**src/rtl/bsg_manycore_dma_pkg.sv**
```systemverilog
// Shared enums and packet constants for the manycore scatter DMA engine.
package bsg_manycore_dma_pkg;

    typedef enum logic [3:0] {
        CSR_CMD      = 4'd0,
        CSR_STATUS   = 4'd1,
        CSR_SRC_IDX  = 4'd2,
        CSR_DST_ADDR = 4'd3,
        CSR_DST_CORD = 4'd4,
        CSR_DIM1     = 4'd5,
        CSR_SKIP2    = 4'd6,
        CSR_DIM2     = 4'd7,
        CSR_SIG_ADDR = 4'd8,
        CSR_SIG_CORD = 4'd9,
        CSR_NUM      = 4'd10
    } csr_idx_e;

    typedef enum logic [2:0] {
        S_IDLE      = 3'd0,
        S_READ      = 3'd1,
        S_SEND      = 3'd2,
        S_DRAIN     = 3'd3,
        S_SIGNAL    = 3'd4,
        S_SIG_DRAIN = 3'd5
    } dma_state_e;

    localparam logic [1:0] OP_REMOTE_STORE = 2'b01;

endpackage

```
**src/rtl/bsg_manycore_dma_2d_addr_gen.sv**
```systemverilog
// Row/column walker for a 2D transfer: produces the staging-buffer index and
// destination word address of the current element, plus a last-element flag.
module bsg_manycore_dma_2d_addr_gen #(
    parameter int unsigned cnt_width_p  = 32,
    parameter int unsigned idx_width_p  = 4,
    parameter int unsigned addr_width_p = 32
) (
    input  logic                    i_clk,
    input  logic                    i_rst_n,
    input  logic                    i_start,
    input  logic                    i_step,
    input  logic [idx_width_p-1:0]  i_src_idx,
    input  logic [cnt_width_p-1:0]  i_n1,
    input  logic [cnt_width_p-1:0]  i_n2,
    input  logic [addr_width_p-1:0] i_dst_word,
    input  logic [addr_width_p-1:0] i_skip_word,
    output logic [idx_width_p-1:0]  o_buf_idx,
    output logic [addr_width_p-1:0] o_dst_word,
    output logic                    o_last
);

    logic [cnt_width_p-1:0]  r_col;
    logic [cnt_width_p-1:0]  r_row;
    logic [idx_width_p-1:0]  r_row_idx;
    logic [addr_width_p-1:0] r_row_dst;
    logic                    w_col_last;
    logic                    w_row_last;

    assign w_col_last = (r_col + cnt_width_p'(1)) == i_n1;
    assign w_row_last = (r_row + cnt_width_p'(1)) == i_n2;
    assign o_last     = w_col_last && w_row_last;

    // Row bases advance incrementally so no multiplier is needed; the index
    // wraps naturally modulo the buffer depth.
    assign o_buf_idx  = r_row_idx + idx_width_p'(r_col);
    assign o_dst_word = r_row_dst + addr_width_p'(r_col);

    always_ff @(posedge i_clk or negedge i_rst_n) begin
        if (!i_rst_n) begin
            r_col     <= '0;
            r_row     <= '0;
            r_row_idx <= '0;
            r_row_dst <= '0;
        end else if (i_start) begin
            r_col     <= '0;
            r_row     <= '0;
            r_row_idx <= i_src_idx;
            r_row_dst <= i_dst_word;
        end else if (i_step) begin
            if (w_col_last) begin
                r_col     <= '0;
                r_row     <= r_row + cnt_width_p'(1);
                r_row_idx <= r_row_idx + idx_width_p'(i_n1);
                r_row_dst <= r_row_dst + i_skip_word;
            end else begin
                r_col <= r_col + cnt_width_p'(1);
            end
        end
    end

endmodule

```
**src/rtl/bsg_manycore_scatter_dma.sv**
```systemverilog
// Tile-side scatter DMA: streams the local staging buffer to a 2D-strided
// remote destination, then posts a completion store to a signal address.
module bsg_manycore_scatter_dma
    import bsg_manycore_dma_pkg::*;
#(
    parameter int unsigned x_cord_width_p    = 4,
    parameter int unsigned y_cord_width_p    = 4,
    parameter int unsigned dmem_size_p       = 16,
    parameter int unsigned data_width_p      = 32,
    parameter int unsigned addr_width_p      = 32,
    parameter int unsigned load_id_width_p   = 11,
    parameter int unsigned max_out_credits_p = 200,
    localparam int unsigned mask_width_lp    = data_width_p / 8,
    localparam int unsigned credit_width_lp  = $clog2(max_out_credits_p + 1),
    localparam int unsigned packet_width_lp  = addr_width_p + 2 + mask_width_lp + load_id_width_p
                                             + data_width_p + 2 * x_cord_width_p + 2 * y_cord_width_p
) (
    input  logic                       clk_i,
    input  logic                       reset_n_i,
    input  logic                       in_v_i,
    output logic                       in_yumi_o,
    input  logic [addr_width_p-1:0]    in_addr_i,
    input  logic [data_width_p-1:0]    in_data_i,
    input  logic [mask_width_lp-1:0]   in_mask_i,
    input  logic                       in_we_i,
    output logic                       returning_v_o,
    output logic [data_width_p-1:0]    returning_data_o,
    output logic                       out_v_o,
    output logic [packet_width_lp-1:0] out_packet_o,
    input  logic                       out_ready_i,
    input  logic [credit_width_lp-1:0] out_credits_i,
    input  logic [x_cord_width_p-1:0]  my_x_i,
    input  logic [y_cord_width_p-1:0]  my_y_i
);

    localparam int unsigned idx_width_lp = $clog2(dmem_size_p);

    typedef struct packed {
        logic [addr_width_p-1:0]    addr;
        logic [1:0]                 op;
        logic [mask_width_lp-1:0]   op_ex;
        logic [load_id_width_p-1:0] reg_id;
        logic [data_width_p-1:0]    payload;
        logic [y_cord_width_p-1:0]  src_y_cord;
        logic [x_cord_width_p-1:0]  src_x_cord;
        logic [y_cord_width_p-1:0]  y_cord;
        logic [x_cord_width_p-1:0]  x_cord;
    } packet_s;

    dma_state_e              r_state;
    logic                    r_out_v;
    logic                    r_err;
    logic                    r_ret_v;
    packet_s                 r_pkt;
    logic [data_width_p-1:0] r_ret_data;
    logic [data_width_p-1:0] r_src_idx, r_dst_addr, r_dst_cord, r_dim1;
    logic [data_width_p-1:0] r_skip2, r_dim2, r_sig_addr, r_sig_cord;
    logic [data_width_p-1:0] r_mem [dmem_size_p];

    logic                    w_is_csr, w_is_buf, w_wr, w_rd, w_cmd, w_busy;
    logic                    w_start, w_step, w_last, w_zero_len, w_credits_full;
    csr_idx_e                w_csr;
    logic [idx_width_lp-1:0] w_buf_idx, w_eng_idx;
    logic [addr_width_p-1:0] w_dst_word;
    logic [data_width_p-1:0] w_n1, w_csr_rdata;
    packet_s                 w_store_pkt, w_sig_pkt;

    assign w_is_csr  = in_addr_i < addr_width_p'(CSR_NUM);
    assign w_is_buf  = (in_addr_i >> idx_width_lp) == addr_width_p'(1);
    assign w_buf_idx = in_addr_i[idx_width_lp-1:0];
    assign w_csr     = csr_idx_e'(in_addr_i[3:0]);
    assign w_busy    = r_state != S_IDLE;

    // Remote buffer traffic yields the single read port to the engine.
    assign in_yumi_o = in_v_i && !(w_is_buf && (r_state == S_READ));
    assign w_wr      = in_yumi_o && in_we_i;
    assign w_rd      = in_yumi_o && !in_we_i;
    assign w_cmd     = w_wr && w_is_csr && (w_csr == CSR_CMD);

    assign w_n1           = r_dim1 >> 2;
    assign w_zero_len     = (w_n1 == '0) || (r_dim2 == '0);
    assign w_start        = w_cmd && !w_busy;
    assign w_step         = (r_state == S_SEND) && out_ready_i;
    assign w_credits_full = out_credits_i == credit_width_lp'(max_out_credits_p);

    bsg_manycore_dma_2d_addr_gen #(
        .cnt_width_p  (data_width_p),
        .idx_width_p  (idx_width_lp),
        .addr_width_p (addr_width_p)
    ) u_addr_gen (
        .i_clk       (clk_i),
        .i_rst_n     (reset_n_i),
        .i_start     (w_start),
        .i_step      (w_step),
        .i_src_idx   (r_src_idx[idx_width_lp-1:0]),
        .i_n1        (w_n1),
        .i_n2        (r_dim2),
        .i_dst_word  (addr_width_p'(r_dst_addr >> 2)),
        .i_skip_word (addr_width_p'(r_skip2 >> 2)),
        .o_buf_idx   (w_eng_idx),
        .o_dst_word  (w_dst_word),
        .o_last      (w_last)
    );

    always_comb begin
        w_csr_rdata = '0;
        if (w_is_csr) begin
            case (w_csr)
                CSR_STATUS:   w_csr_rdata = data_width_p'({r_err, w_busy});
                CSR_SRC_IDX:  w_csr_rdata = r_src_idx;
                CSR_DST_ADDR: w_csr_rdata = r_dst_addr;
                CSR_DST_CORD: w_csr_rdata = r_dst_cord;
                CSR_DIM1:     w_csr_rdata = r_dim1;
                CSR_SKIP2:    w_csr_rdata = r_skip2;
                CSR_DIM2:     w_csr_rdata = r_dim2;
                CSR_SIG_ADDR: w_csr_rdata = r_sig_addr;
                CSR_SIG_CORD: w_csr_rdata = r_sig_cord;
                default:      w_csr_rdata = '0;
            endcase
        end
    end

    // Payload is filled from the buffer read port when the packet is registered.
    always_comb begin
        w_store_pkt            = '0;
        w_store_pkt.addr       = w_dst_word;
        w_store_pkt.op         = OP_REMOTE_STORE;
        w_store_pkt.op_ex      = '1;
        w_store_pkt.src_y_cord = my_y_i;
        w_store_pkt.src_x_cord = my_x_i;
        w_store_pkt.y_cord     = r_dst_cord[16 +: y_cord_width_p];
        w_store_pkt.x_cord     = r_dst_cord[x_cord_width_p-1:0];

        w_sig_pkt              = w_store_pkt;
        w_sig_pkt.addr         = addr_width_p'(r_sig_addr >> 2);
        w_sig_pkt.payload      = data_width_p'(1);
        w_sig_pkt.y_cord       = r_sig_cord[16 +: y_cord_width_p];
        w_sig_pkt.x_cord       = r_sig_cord[x_cord_width_p-1:0];
    end

    always_ff @(posedge clk_i) begin
        if (w_wr && w_is_buf) begin
            for (int b = 0; b < int'(mask_width_lp); b++) begin
                if (in_mask_i[b]) r_mem[w_buf_idx][8*b +: 8] <= in_data_i[8*b +: 8];
            end
        end
    end

    always_ff @(posedge clk_i or negedge reset_n_i) begin
        if (!reset_n_i) begin
            r_src_idx  <= '0;
            r_dst_addr <= '0;
            r_dst_cord <= '0;
            r_dim1     <= '0;
            r_skip2    <= '0;
            r_dim2     <= '0;
            r_sig_addr <= '0;
            r_sig_cord <= '0;
        end else if (w_wr && w_is_csr) begin
            case (w_csr)
                CSR_SRC_IDX:  r_src_idx  <= in_data_i;
                CSR_DST_ADDR: r_dst_addr <= in_data_i;
                CSR_DST_CORD: r_dst_cord <= in_data_i;
                CSR_DIM1:     r_dim1     <= in_data_i;
                CSR_SKIP2:    r_skip2    <= in_data_i;
                CSR_DIM2:     r_dim2     <= in_data_i;
                CSR_SIG_ADDR: r_sig_addr <= in_data_i;
                CSR_SIG_CORD: r_sig_cord <= in_data_i;
                default: ;
            endcase
        end
    end

    always_ff @(posedge clk_i or negedge reset_n_i) begin
        if (!reset_n_i) begin
            r_ret_v    <= 1'b0;
            r_ret_data <= '0;
        end else begin
            r_ret_v <= w_rd;
            if (w_rd) r_ret_data <= w_is_buf ? r_mem[w_buf_idx] : w_csr_rdata;
        end
    end

    always_ff @(posedge clk_i or negedge reset_n_i) begin
        if (!reset_n_i) begin
            r_state <= S_IDLE;
            r_out_v <= 1'b0;
            r_err   <= 1'b0;
            r_pkt   <= '0;
        end else begin
            if (w_cmd && w_busy) begin
                r_err <= 1'b1;
            end else if (w_wr && w_is_csr && (w_csr == CSR_STATUS)) begin
                r_err <= 1'b0;
            end
            case (r_state)
                S_IDLE: begin
                    if (w_cmd) r_state <= w_zero_len ? S_DRAIN : S_READ;
                end
                S_READ: begin
                    r_pkt         <= w_store_pkt;
                    r_pkt.payload <= r_mem[w_eng_idx];
                    r_out_v       <= 1'b1;
                    r_state       <= S_SEND;
                end
                S_SEND: begin
                    if (out_ready_i) begin
                        r_out_v <= 1'b0;
                        r_state <= w_last ? S_DRAIN : S_READ;
                    end
                end
                S_DRAIN: begin
                    if (w_credits_full) begin
                        r_pkt   <= w_sig_pkt;
                        r_out_v <= 1'b1;
                        r_state <= S_SIGNAL;
                    end
                end
                S_SIGNAL: begin
                    if (out_ready_i) begin
                        r_out_v <= 1'b0;
                        r_state <= S_SIG_DRAIN;
                    end
                end
                S_SIG_DRAIN: begin
                    if (w_credits_full) r_state <= S_IDLE;
                end
                default: begin
                    r_out_v <= 1'b0;
                    r_state <= S_IDLE;
                end
            endcase
        end
    end

    assign out_v_o          = r_out_v;
    assign out_packet_o     = r_pkt;
    assign returning_v_o    = r_ret_v;
    assign returning_data_o = r_ret_data;

endmodule

```
**config.mk**
```make
export PLATFORM = sky130hd
export DESIGN_NAME = bsg_manycore_scatter_dma
export DESIGN_NICKNAME = d
export VERILOG_FILES = /design/src/rtl/bsg_manycore_dma_pkg.sv /design/src/rtl/bsg_manycore_dma_2d_addr_gen.sv /design/src/rtl/bsg_manycore_scatter_dma.sv
export SDC_FILE = /design/constraint.sdc
export NUM_CORES = 2
export LEC_CHECK = 0
export CAP_MARGIN = 10
export CELL_PAD_IN_SITES_DETAIL_PLACEMENT = 1
export CELL_PAD_IN_SITES_GLOBAL_PLACEMENT = 1
export CORE_MARGIN = 3
export CORE_UTILIZATION = 40
export DETAILED_ROUTE_END_ITERATION = 16
export PLACE_DENSITY = 0.62
export SETUP_SLACK_MARGIN = 0.1
export SLEW_MARGIN = 20
export SYNTH_ARGS = -nofsm -noshare
export SYNTH_HDL_FRONTEND = slang
export SYNTH_SLANG_ARGS = --single-unit
```
**constraint.sdc**
```tcl
create_clock -name clk_i -period 10 [get_ports clk_i]
set_input_delay 1 -clock clk_i [delete_from_list [all_inputs] [get_ports clk_i]]
set_output_delay 1 -clock clk_i [all_outputs]
set_load 0.005 [all_outputs]
```
# After elaboration in Yosys (flattened, before gate mapping)
# Memory sizes are Yosys's and may differ from the RTL's.
# Cells that the tools add are included.
[word_totals] regBits=491 latchBits=0 ram_bits=512 romBits=0 in_bits=89 output_inout_bits=132 wordCells=140 mem_count=1
[mem_list] name="r_mem" words=16 word_bits=32 read_ports=2 rd_clocked_by_memory_dff=0 wr=1 line_no="bsg_manycore_scatter_dma.sv:58" text="logic [data_width_p-1:0] r_mem [dmem_size_p];"
[op_classes] add_sub_neg=6 n_mul=0 div=0 n_lt_le_gt_ge=1 eq_ne=24 shifts=0 mux=42 n_bitwise=1 n_reduce_logical=39
[ops] operator="$mux 32" count=11
[ops] operator="$pmux 32 s9" count=1
[ops] operator="$pmux 97 s2" count=1
[ops] operator="$mux 97" count=1
[ops] operator="$add 32x1->32 const B" count=2
[ops] operator="$logic_not 32->1" count=2
[ops] operator="$add 32x30->32" count=1
[ops] operator="$add 32x32->32" count=1
[ops] operator="$eq 32x30->1" count=1
[ops] operator="$eq 32x32->1" count=1
[ops] operator="$lt 32x4->1 const B" count=1
[ops] operator="$eq 28x1->1 const B" count=1
[ops] operator="$reduce_and 2->1" count=10
[ops] operator="$pmux 3 s6" count=1
[ops] operator="$eq 4x3->1 const B" count=4
[ops] operator="$mux 1" count=16
[ops] operator="$mux 3" count=5
[ops] operator="$logic_and 1x1->1" count=12
[ops] operator="$mux 4" count=3
[ops] operator="$ne 2x2->1 const B" count=5
[ops] operator="$add 4x4->4" count=2
[ops] operator="$eq 4x2->1 const B" count=2
[ops] operator="$eq 4x4->1 const B" count=2
[ops] operator="$eq 8x8->1 const B" count=1
[ops] operator="other kinds (17)" count=26

# Logic depth before layout (Yosys ltp)
[logic_depth] depth_word=10 mapped_depth=15 depth_no_buf=13

# Cells and area by module
# A second synthesis with hierarchy kept.
[hier_totals] hier_cells=3703 area_unflattened_um2=50235.7
[by_module_without_submodules] mod="bsg_manycore_scatter_dma" instances=1 cells_each=2403 area_per_inst_um2=39774.4 seq_area_each_um2=24758.7
[by_module_without_submodules] mod="bsg_manycore_dma_2d_addr_gen" instances=1 cells_each=1300 area_per_inst_um2=10461.3 seq_area_each_um2=2502.4

# Worst setup path before layout
# No wires, ideal clock.
[synth_path] path_kind="input to register" startpoint="in out_credits_i[1]" endpoint="reg u_addr_gen.r_row_dst[11]" setup_ns=0.141 arrival_ns=3.863 required_time_ns=9.859 slack_ns=5.996 path_stages=11 n_path_buf=3 path_cell_list="or4b_2 -> nor4_1 -> o21ai_0 -> nand2b_1 -> o21a_1 -> nand3_1 -> or3_1 -> clkbuf_1 -> clkbuf_1 -> clkbuf_1 -> a31oi_1"
[synth_lines] item="start, declared" line_no="bsg_manycore_scatter_dma.sv:31" text="input logic [credit_width_lp-1:0] out_credits_i,"
[synth_lines] item="end signal, assigned" line_no="bsg_manycore_dma_2d_addr_gen.sv:48" text="r_row_dst <= i_dst_word;"
[synth_lines] item="end signal, assigned" line_no="bsg_manycore_dma_2d_addr_gen.sv:54" text="r_row_dst <= r_row_dst + i_skip_word;"
[synth_lines] item="end, declared" line_no="bsg_manycore_dma_2d_addr_gen.sv:25" text="logic [addr_width_p-1:0] r_row_dst;"

# Worst setup path after layout
[layout_path] startpoint="reg u_addr_gen.r_col[0]" endpoint="reg u_addr_gen.r_row_dst[31]"
[layout_via] elab_chain_cells=4
[layout_lines] item="start, declared" line_no="bsg_manycore_dma_2d_addr_gen.sv:22" text="logic [cnt_width_p-1:0] r_col;"
[layout_lines] item="start signal, assigned" line_no="bsg_manycore_dma_2d_addr_gen.sv:56" text="r_col <= r_col + cnt_width_p'(1);"
[layout_lines] item="$add 32x1->32" line_no="bsg_manycore_dma_2d_addr_gen.sv:29" text="assign w_col_last = (r_col + cnt_width_p'(1)) == i_n1;"
[layout_lines] item="$eq 32x30->1" line_no="bsg_manycore_dma_2d_addr_gen.sv:29"
[layout_lines] item="$reduce_bool 2->1 (no line)"
[layout_lines] item="$reduce_and 2->1 (no line)"
# Every way passes these cells.
# A chain may end at the register's enable or synchronous reset.

==> flow_summary.toml <==
[pwr]
p_seq_frac = 0.481
peakVddDrop_mv = 0.1632
powerDensity_nw_per_um2 = 156.9
p_total_w = 0.008958
p_sw_w = 0.002032
clockPowerShare = 0.475
p_comb_frac = 0.043
internal_power_w = 0.006926
p_sw_frac = 0.2269
p_leak_nw = 21.66

[floorplan]
dieArea_um2 = 127800
core_area_um2 = 122200
die_h_um = 357.5
io_pins = 221
dieWidth_um = 357.5
start_util = 0.4043
num_rows = 128

[drt]
dr.pass1.iters = 5
drt_wl_total_um = 179100
drcViolationCount = 0
drtAntennaViolNets = 0
via_per_inst = 6.238
routedWlPerCell_um = 32.19
vias = 34710
first_iter_violations = 3676

[placed_design]
port-buffer-count = 208
place_congestion = 0.8986
placed_cell_area_um2 = 53280
post-dp-hpwl_um = 121700

[logic_synthesis]
synth.area.top_cells = "edfxtp_1, dfrtp_1, mux4_2"
syn_area_per_cell_um2 = 13.40
yosysMostFrequentCell = "edfxtp_1"
synth_edf_count = 512
synth_ff_type = "edfxtp_1"
synth_seq_area_share = 0.5518
synth_commonest_cells = "edfxtp_1, dfrtp_1, nand2_1"
ys_seq_elements = 987
syn_inst = 3686
yosysTopAreaCell = "edfxtp_1"
synth_area_um2 = 49410
synth_top_area_frac = 0.3112
synth-async-reset-ratio = 0.4813
synthDistinctLibCells = 79
yosys_warnings = 0

[sta]
maxSlewHeadroom = 0.2301
fin_crit_ps = 5653
final-hold-violation-count = 0
fmax_ghz = 0.1769
setup_violations = 0
period_share = 0.5653
finalMaxSlewViolations = 0
timing.hold.ws_ps = 235.9
tightest_slew_ps = 1155
setup_tns_ps = 0
grt_setup_unrepaired = "false"
clock_skew_ps = 46.83

[global_route]
first_global_vias = 34980
use_met3 = 0.04553
grt_pass1_wl_um = 258800
grt-ovfl-total = 0
grt-busiest-layer = "met2"
use_met1 = 0.4001
grt_usage = 0.2789
antenna_found_initial = 3
met2_usage = 0.4332
grt_max_degree = 130

[clocking]
cts.sinks = 987
clockBufferDepth = 3
cts-root-buf = "clkbuf_16"
ctsResizeCount = 0
worstSkewPairLatency_ps = 760
cts-hold-fix-buffers = 0
cts_max_level = 3
cts_buffers = 111
clk_pin_slew_ps = 60
post_cts_buffers = 0
cts_tree = "done"

[worst_hold_path]
hold_path_class = "in -> async"

[final_layout]
final_util = 0.4672
largest_register = "r_mem"
drive_gt1_frac = 0.2156
stdcell_area_um2 = 57090
largest_reg_flops = 512
fin_nets = 4004
area_growth_pct = 15.55

[run_status]
status = "finished clean"

[setup_path]
endpoint_kind = "flip-flop"
worstSetupPathType = "reg -> reg"
arrival_ps = 6280
crit_path_max_fanout = 36
start_kind = "flip-flop"
r2r_setup_slack_ps = 4350
crit_required_ps = 10630

[run]
cap_violations = 0
through the flow:
| step | cells | setup WS (ps) |
|---|---|---|
| 5_1_grt | 5563 | 4105 |
| 3_3_place_gp | 5353 | 4209 |
| 2_1_floorplan | 3697 | 5996 |
| 3_5_place_dp | 5353 | 4429 |
| 6_report | 5564 | 4347 |
| 4_1_cts | 5562 | 4370 |
final timing paths:
check,startpoint,cells after the start,endpoint
worst max-delay path,u_addr_gen.r_col[0]$_DFFE_PN0P_,12,u_addr_gen.r_row_dst[31]$_DFFE_PN0P_
worst min-delay path,reset_n_i,1,out_packet_o[38]$_DFFE_PN0P_
worst max register to register,u_addr_gen.r_col[0]$_DFFE_PN0P_,12,u_addr_gen.r_row_dst[31]$_DFFE_PN0P_
worst min register to register,out_packet_o[66]$_DFFE_PN0P_,2,out_packet_o[66]$_DFFE_PN0P_
max in group asynchronous,reset_n_i,3,u_addr_gen.r_row[30]$_DFFE_PN0P_
min in group clk_i,out_packet_o[66]$_DFFE_PN0P_,2,out_packet_o[66]$_DFFE_PN0P_
power groups by stage:
stage	Sequential [W]	Clock (W)	Combinational [W]
6_report	0.00431	0.00426	0.000388
5_1_grt	0.00431	0.00450	0.000412
4_1_cts	0.00431	0.00433	0.000391
3_5_place_dp	0.00439	0	0.000390
3_3_place_gp	0.00439	0	0.000388
2_1_floorplan	0.00439	0	0.000132
per-layer routing:
metal	share of wire	up-vias
met1	0.43	18490
met4	0.036	0
met2	0.46	1414
met3	0.071	261
met5	0	-
li1	-	14540
area by class of cell:
class / instances / area [µm²]
fillers: 12300 / 65110
flip-flops and latches: 987 / 27260
multi-input cells: 2427 / 21230
clock buffers: 153 / 3109
repair buffers: 279 / 2634
well taps: 1625 / 2033
clock inverters: 56 / 680.7
inverters: 36 / 135.1
diodes: 1 / 2.502
placed cells by master, fill, tap and decap left out, types with 13 or more instances in the layout:
master,instances
xnor2_1,109
nand3b_1,34
clkbuf_16,114
o21a_1,16
nor2_1,218
clkinv_2,18
edfxtp_1,512
a22o_1,35
and3_1,15
dfrtp_1,475
a21o_1,29
a22oi_1,64
a32o_1,31
or4_1,14
a221oi_1,34
clkinv_1,14
nand4_1,35
a21oi_1,160
nor2_4,13
mux2_2,265
clkdlybuf4s50_1,197
nand3_1,82
nand2b_1,19
nor4_1,40
mux4_2,288
buf_4,69
nand2_1,345
or3_1,13
nor3_1,35
a31oi_1,82
ha_1,68
o22ai_1,16
o21ai_0,106
mux2i_1,23
nor2b_1,17
xor2_1,67
clkbuf_1,28
inv_1,36
cells by family (layout without fill, tap and decap cells):
| group | count (synthesis) | count (layout) | synth area share |
|---|---|---|---|
| xor gates and xnor gates | 179 | 179 | 0.03173 |
| AOI/OAI and AO/OA | 653 | 653 | 0.08790 |
| buffers and inverters | 283 | 524 | 0.02340 |
| other | 1 | 13 | 0.00007590 |
| adders and majority gates | 74 | 74 | 0.01930 |
| DFF | 987 | 987 | 0.5518 |
| muxes | 576 | 576 | 0.1963 |
| and+or+nand+nor | 933 | 933 | 0.08950 |
worst max-delay path, stage by stage (launching register included):
cell	delay (ps)
dfrtp_1	540
ha_1	380
nand4_1	330
or4_1	750
nor3_1	240
xnor2_1	190
xnor2_1	90
or4b_1	810
nor4_4	710
buf_4	340
nand2_4	340
or4_1	630
a21oi_1	200
Power figures use the tool's default switching activity.
